==> config.mk <==
export PLATFORM = sky130hd
export DESIGN_NAME = conv_window_addr_gen
export DESIGN_NICKNAME = d
export VERILOG_FILES = /design/src/rtl/conv_window_addr_gen.sv
export SDC_FILE = /design/constraint.sdc
export NUM_CORES = 1
export LEC_CHECK = 0
export ABC_AREA = 1
export CAP_MARGIN = 15
export CORE_MARGIN = 2
export CORE_UTILIZATION = 35
export CTS_CLUSTER_SIZE = 30
export DETAILED_ROUTE_END_ITERATION = 16
export PLACE_DENSITY_LB_ADDON = 0.1
export SETUP_SLACK_MARGIN = 0.1
export SLEW_MARGIN = 20
export SYNTH_ARGS = -nofsm -noshare
export SYNTH_HDL_FRONTEND = slang
export SYNTH_SLANG_ARGS = --single-unit
==> constraint.sdc <==
create_clock -name clk -period 1.8 [get_ports clk]
set_clock_uncertainty 0.1 [all_clocks]
set_input_delay 0.27 -clock clk [delete_from_list [all_inputs] [get_ports clk]]
set_output_delay 0.27 -clock clk [all_outputs]
set_load 0.02 [all_outputs]
==> src/rtl/conv_window_addr_gen.sv <==
`default_nettype none
// ============================================================================
// Module      : conv_window_addr_gen
// Description : Accepts one (height, width) anchor per window from the anchor
//               generator and emits the KxK feature-map read addresses.
// Revision    : 1.0 - initial release
// ============================================================================
module conv_window_addr_gen #(
    parameter int KERNEL_SIZE = 3,
    parameter int IMG_WIDTH   = 32,
    parameter int BASE_ADDR   = 0,
    parameter int ADDR_WIDTH  = 16,
    parameter int ANCHOR_NUM  = 900
) (
    input  logic                  clk,
    input  logic                  rst,
    input  logic                  enable,
    output logic                  anchor_en,
    output logic                  anchor_pause,
    input  logic [31:0]           anchor_height,
    input  logic [31:0]           anchor_width,
    output logic [ADDR_WIDTH-1:0] addr,
    output logic                  addr_vld,
    input  logic                  addr_rdy,
    output logic                  win_last,
    output logic                  frame_done
);

    localparam int c_IDX_W  = (KERNEL_SIZE > 1) ? $clog2(KERNEL_SIZE) : 1;
    localparam int c_CNT_W  = $clog2(ANCHOR_NUM + 1);
    localparam int c_CALC_W = (ADDR_WIDTH > 32) ? ADDR_WIDTH : 32;

    localparam logic [c_IDX_W-1:0]    c_K_LAST      = c_IDX_W'(KERNEL_SIZE - 1);
    localparam logic [c_CNT_W-1:0]    c_ANCHOR_LAST = c_CNT_W'(ANCHOR_NUM - 1);
    localparam logic [ADDR_WIDTH-1:0] c_ROW_STEP    = ADDR_WIDTH'(IMG_WIDTH - KERNEL_SIZE + 1);
    localparam logic [c_CALC_W-1:0]   c_BASE        = c_CALC_W'(BASE_ADDR);
    localparam logic [c_CALC_W-1:0]   c_PITCH       = c_CALC_W'(IMG_WIDTH);

    localparam logic [1:0] c_S_IDLE = 2'd0;
    localparam logic [1:0] c_S_LOAD = 2'd1;
    localparam logic [1:0] c_S_WALK = 2'd2;
    localparam logic [1:0] c_S_DONE = 2'd3;

    logic [1:0]            r_state,        w_state;
    logic                  r_anchor_en,    w_anchor_en;
    logic                  r_anchor_pause, w_anchor_pause;
    logic [ADDR_WIDTH-1:0] r_addr,         w_addr;
    logic                  r_addr_vld,     w_addr_vld;
    logic [c_IDX_W-1:0]    r_row,          w_row;
    logic [c_IDX_W-1:0]    r_col,          w_col;
    logic [c_CNT_W-1:0]    r_cnt,          w_cnt;
    logic [31:0]           r_h,            w_h;
    logic [31:0]           r_w,            w_w;

    logic                  w_accept;
    logic                  w_handshake;
    logic [c_CALC_W-1:0]   w_load_full;
    logic [ADDR_WIDTH-1:0] w_load_addr;
    logic                  w_unused_calc;

    // Window origin; the only place the multiplier is used.
    assign w_load_full   = c_BASE + c_CALC_W'(r_h) * c_PITCH + c_CALC_W'(r_w);
    assign w_load_addr   = w_load_full[ADDR_WIDTH-1:0];
    assign w_unused_calc = ^w_load_full;

    assign w_accept    = (r_state == c_S_IDLE) && r_anchor_en && !r_anchor_pause;
    assign w_handshake = r_addr_vld && addr_rdy;

    always_comb begin
        w_state     = r_state;
        w_anchor_en = enable;
        w_addr      = r_addr;
        w_addr_vld  = r_addr_vld;
        w_row       = r_row;
        w_col       = r_col;
        w_cnt       = r_cnt;
        w_h         = r_h;
        w_w         = r_w;

        case (r_state)
            c_S_IDLE: begin
                if (w_accept) begin
                    w_h     = anchor_height;
                    w_w     = anchor_width;
                    w_state = c_S_LOAD;
                end
            end
            c_S_LOAD: begin
                w_addr     = w_load_addr;
                w_row      = '0;
                w_col      = '0;
                w_addr_vld = 1'b1;
                w_state    = c_S_WALK;
            end
            c_S_WALK: begin
                if (w_handshake) begin
                    if (r_col != c_K_LAST) begin
                        w_col  = r_col + c_IDX_W'(1);
                        w_addr = r_addr + ADDR_WIDTH'(1);
                    end else if (r_row != c_K_LAST) begin
                        w_col  = '0;
                        w_row  = r_row + c_IDX_W'(1);
                        w_addr = r_addr + c_ROW_STEP;
                    end else begin
                        w_addr_vld = 1'b0;
                        w_cnt      = r_cnt + c_CNT_W'(1);
                        w_state    = (r_cnt == c_ANCHOR_LAST) ? c_S_DONE : c_S_IDLE;
                    end
                end
            end
            c_S_DONE: begin
                w_cnt   = '0;
                w_state = c_S_IDLE;
            end
            default: w_state = c_S_IDLE;
        endcase

        // Dropping enable abandons any window and returns to the reset picture.
        if (!enable) begin
            w_state    = c_S_IDLE;
            w_addr     = '0;
            w_addr_vld = 1'b0;
            w_row      = '0;
            w_col      = '0;
            w_cnt      = '0;
            w_h        = '0;
            w_w        = '0;
        end

        // Generator may only advance while we sit in IDLE waiting for it.
        w_anchor_pause = !(w_anchor_en && (w_state == c_S_IDLE));
    end

    always_ff @(posedge clk) begin
        if (rst) begin
            r_state        <= c_S_IDLE;
            r_anchor_en    <= 1'b0;
            r_anchor_pause <= 1'b1;
            r_addr         <= '0;
            r_addr_vld     <= 1'b0;
            r_row          <= '0;
            r_col          <= '0;
            r_cnt          <= '0;
            r_h            <= '0;
            r_w            <= '0;
        end else begin
            r_state        <= w_state;
            r_anchor_en    <= w_anchor_en;
            r_anchor_pause <= w_anchor_pause;
            r_addr         <= w_addr;
            r_addr_vld     <= w_addr_vld;
            r_row          <= w_row;
            r_col          <= w_col;
            r_cnt          <= w_cnt;
            r_h            <= w_h;
            r_w            <= w_w;
        end
    end

    assign anchor_en    = r_anchor_en;
    assign anchor_pause = r_anchor_pause;
    assign addr         = r_addr;
    assign addr_vld     = r_addr_vld;
    assign win_last     = r_addr_vld && (r_row == c_K_LAST) && (r_col == c_K_LAST);
    assign frame_done   = (r_state == c_S_DONE);

endmodule
`default_nettype wire

# Word-level counts from Yosys, hierarchy flattened
# Cells that the tools add are included.
[op_classes]
n_mux = 27
eq_ne = 13
reduce_logical = 18
n_bitwise = 1
n_addsub = 6
[op_table]
columns = ["cell", "n"]
rows = [
  ["$mux 16", 3],
  ["$pmux 16 s2", 1],
  ["$mux 10", 3],
  ["$mux 2", 12],
  ["$pmux 10 s2", 1],
  ["$add 16x1->16 const B", 1],
  ["$add 16x16->16", 1],
  ["$add 16x5->16 const B", 1],
  ["$ne 2x2->1 const B", 6],
  ["$reduce_and 4->1", 3],
  ["$add 10x1->10 const B", 1],
  ["$eq 10x10->1 const B", 1],
  ["$eq 2x2->1 const B", 4],
  ["$pmux 2 s2", 2],
  ["$pmux 2 s4", 1],
  ["$logic_and 1x1->1", 6],
  ["$add 2x1->2 const B", 2],
  ["$logic_not 2->1", 2],
  ["$reduce_bool 2->1", 2],
  ["$mux 1", 3],
  ["$ne 3x3->1 const B", 1],
  ["$reduce_and 3->1", 1],
  ["$eq 2x1->1 const B", 1],
  ["$logic_not 1->1", 2],
  ["4 further kinds", 4],
]
[totals]
regBits = 62
elab_cells = 75
inputBits = 68
out_inout_bits = 21

# Depth between registers and ports, before layout
[logic_depth]
depth_word = 10
ltp_mapped = 12

# Worst setup path before layout
# No wires, ideal clock.
[synth_timing]
path_type = "register -> register"
from = "register r_row[0]"
to = "register r_cnt[8]"
path_stages_with_launch = 12
setup_slack_ps = -43
arrival_time_ps = 1629
path_cell_list = "dfxtp_1 inv_1 ha_1 nand2_1 nor2_1 nand3_1 nand2_2 nand4_1 nor2_1 nand2_1 nand2_1 nor2_1"
[synth_via]
elab_chain_cells = 3
[synth_lines]
columns = ["element", "line", "text"]
rows = [
  ["start: declaration", "49", "logic [c_IDX_W-1:0] r_row, w_row;"],
  ["start signal: assignment", "152", "r_row <= w_row;"],
  ["$ne 2x2->1", "100", "end else if (r_row != c_K_LAST) begin"],
  ["$ne 2x2->1 (no source line)", "n/a", ""],
  ["$reduce_and 4->1 (no source line)", "n/a", ""],
  ["end signal: assignment", "154", "r_cnt <= w_cnt;"],
  ["end: declaration", "51", "logic [c_CNT_W-1:0] r_cnt, w_cnt;"],
]
# No other way between the ends.
# A chain may end at the register's enable or synchronous reset.

# Worst setup path in the final report
[layout_timing]
from = "register r_h[0]"
to = "register r_addr[13] (netlist: addr[13])"
[layout_via]
elab_chain_cells = 2
[layout_lines]
columns = ["element", "line", "text"]
rows = [
  ["start: declaration", "52", "logic [31:0] r_h, w_h;"],
  ["start signal: assignment", "155", "r_h <= w_h;"],
  ["$add 16x16->16", "62", "assign w_load_full = c_BASE + c_CALC_W'(r_h) * c_PITCH + c_CALC_W'(r_w);"],
  ["$pmux 16 s2", "80", "case (r_state)"],
  ["end signal: assignment", "150", "r_addr <= w_addr;"],
  ["end: declaration", "47", "logic [ADDR_WIDTH-1:0] r_addr, w_addr;"],
]
# No other way between the ends.

==> results.tsv <==
metric	value	unit
wl_per_cell	12.00	µm
drc	0	
grtUsageMet3	0.03040	
clock_path_buffers	2	
antenna_found_initial	0	
worstMarginPinSlew	0.3086	ns
finalHoldViolCount	0	
core	0.01028	mm²
slew_violations	0	
outcome	finished clean	
syn_inst	576	
min_path_type	flop to flop	
ant_nets	0	
crit_chain	ha_4 > fa_2 > nand2_2 > nand3_4 > nand3_2 > nand3b_1 > nand3_1 > nand2_1 > a21oi_2 > nor2_1	
fin_crit_sh	0.9262	
grt_pass1_vias	3478	
n_antenna_cell	0	
ys_ff_latch	62	
fmax	599.8	MHz
via_count	3786	
synth.avg_cell_area	6.428	µm²
cp_top_family	adder cells	
rsz0062_at_grt	yes	
die_h	106.9	µm
cts_tree	yes	
post-route-min-period	1.667	ns
cts_inserted_buffers	9	
num_rows	37	
busiest_layer	met2	
reg2reg_slack	0.13	ns
p_per_area	554.2	mW/mm²
crit_buf_inv	0	
clock-sinks	62	
use_met1	0.2343	
overflow	0	
dieArea	0.01142	mm²
drt_iter0_markers	166	
peakVddDrop	0.3447	mV
die_w	106.9	µm
yosys_most_used_dff	dfxtp_1	
clkLatencyLatePin	0.33	ns
wirelength	9562	µm
synth_edf_count	0	
fin_util	0.4842	
max_slew_margin	0.7928	
grt_max_degree	29	
end_kind	flop	
layout-drive-gt1-share	0.1740	
groute.usage.overall	0.1709	
cp_data_required_time	1.93	ns
grt_pass1_wl	15900	µm
post-dp-hpwl	7009	µm
synthArstFlopShare	0	
crit_arrival	1.79	ns
max_stage_delay	0.35	ns
setup_viol	0	
path_max_fanout	4	
place.gp.congestion	0.8240	
cts_hold_buf	0	
clk_pin_slew_worst_paths	0.07	ns
boundaryPins	89	
fin_nets	741	
crit_type	flop to flop	
leakage	2.233	nW
start_util	0.3602	
ys_warn_count	0	
dr.pass1.iters	4	
finalSetupTns	0	ns
via_per_inst	4.750	
clock-root-buffer	clkbuf_8	
yosysSeqAreaShare	0.3352	
yosysUniqueCellTypes	37	
grt_util_met2	0.2789	
htreeDepth	3	
port_buffers	51	
syn_nets	660	
slowest_stage	fa_2	
cap_violations	0	
startpoint_type	flop	
synth_area	0.003702	mm²
area_growth	34.40	%
state kept, by name (all words and copies together) (netlist names):
signal	count
addr	16
r_w	16
r_h	11
r_cnt	10
r_col	2
r_row	2
r_state	2
addr_vld	1
anchor_en	1
anchor_pause	1
cell type report:
| class | instances | area (µm²) |
|---|---|---|
| Clock buffer | 11 | 131.4 |
| Multi-Input combinational cell | 430 | 2345 |
| Fill cell | 1080 | 5301 |
| Sequential cell | 62 | 1254 |
| Inverter | 67 | 259.0 |
| Tap cell | 136 | 170.2 |
| Timing Repair Buffer | 87 | 768.2 |
| Clock inverter | 4 | 48.80 |
per-stage QoR:
step / hold WS, ns / cell area (µm²) / instances / power [mW] / setup slack [ns]
2_1_floorplan: 0.2369 / 3717 / 576 / 1.510 / 0.1242
3_3_place_gp: 0.3517 / 4547 / 775 / 1.620 / 0.009974
3_5_place_dp: 0.3583 / 4547 / 775 / 1.622 / 0.005343
4_1_cts: 0.3688 / 4753 / 792 / 2.796 / 0.09877
5_1_grt: 0.3973 / 4976 / 797 / 2.868 / 0.01923
6_report: 0.3643 / 4976 / 797 / 2.758 / 0.1329
logic make-up (layout without fill, tap and decap cells):
logic type,count (synthesis),after routing,synth area share
fa+ha+maj,16,16,0.05610
flops,62,62,0.3352
xor+xnor,5,5,0.01183
simple gates,297,297,0.3457
compound gates,112,112,0.1599
buf+inv,84,169,0.09125
where the power goes:
part	internal [mW]	leakage (nW)	switching, mW
Clock	0.631	0.0931	0.529
Sequential	1.38	0.505	0.0114
Combinational	0.108	1.63	0.0949
placed cells by master (no fill, tap or decap), types with 8 or more instances in the layout:
cell type / instances
o21ai_0: 47
clkdlybuf4s50_1: 31
buf_4: 35
ha_4: 8
nand3_1: 34
a21oi_1: 36
dfxtp_1: 54
clkbuf_8: 9
o21ai_1: 11
nand2_1: 126
nand4_1: 12
dlygate4sd2_1: 18
nand2_2: 9
nor2_1: 91
a21oi_2: 9
inv_1: 59
worst min-delay path, delay by kind of cell, from the launching register on:
kind	cells	cell delay [ns]
DFF	1	0.30
buffers and inverters	1	0.07
AOI/OAI and AO/OA	1	0.06
what timing repair did:
| item | in CTS | in global routing |
|---|---|---|
| pin swaps | 5 | 18 |
| setup endpoints to repair | 26 | 32 |
| resized for setup | 31 | 50 |
| buffers inserted | 2 | 5 |
cell usage after synthesis, types with 2 or more instances:
master    instances  area, µm²
dfxtp_1          62       1241
clkbuf_1         11      41.29
inv_1            61      229.0
xnor2_1           2      17.52
o21ai_0          52      260.3
xor2_1            3      26.28
nand3_1          38      190.2
buf_2             4      20.02
ha_1             15      187.7
nand2_2           3      18.77
buf_6             2      22.52
inv_2             5      18.77
o21ai_1           7      35.03
nor2_1           96      360.4
nand2_1         134      503.0
a21oi_1          43      215.2
nand3b_1          4      30.03
o22ai_1           2      12.51
nand3_2           2      20.02
nand4_1          12      75.07
a21oi_2           2      17.52
final timing paths:
kind	start	endpoint	cells past startpoint
hold / removal	r_w[4]	r_w[4]	2
setup / recovery	r_h[0]	addr[13]	10
hold reg to reg	r_w[4]	r_w[4]	2
setup reg to reg	r_h[0]	addr[13]	10
routing by layer:
metal / share of wire / up-vias
met5: 0 / -
met4: 0.0089 / 0
met3: 0.033 / 8
met2: 0.45 / 52
met1: 0.51 / 1696
li1: - / 2030
Power figures use the tool's default switching activity.
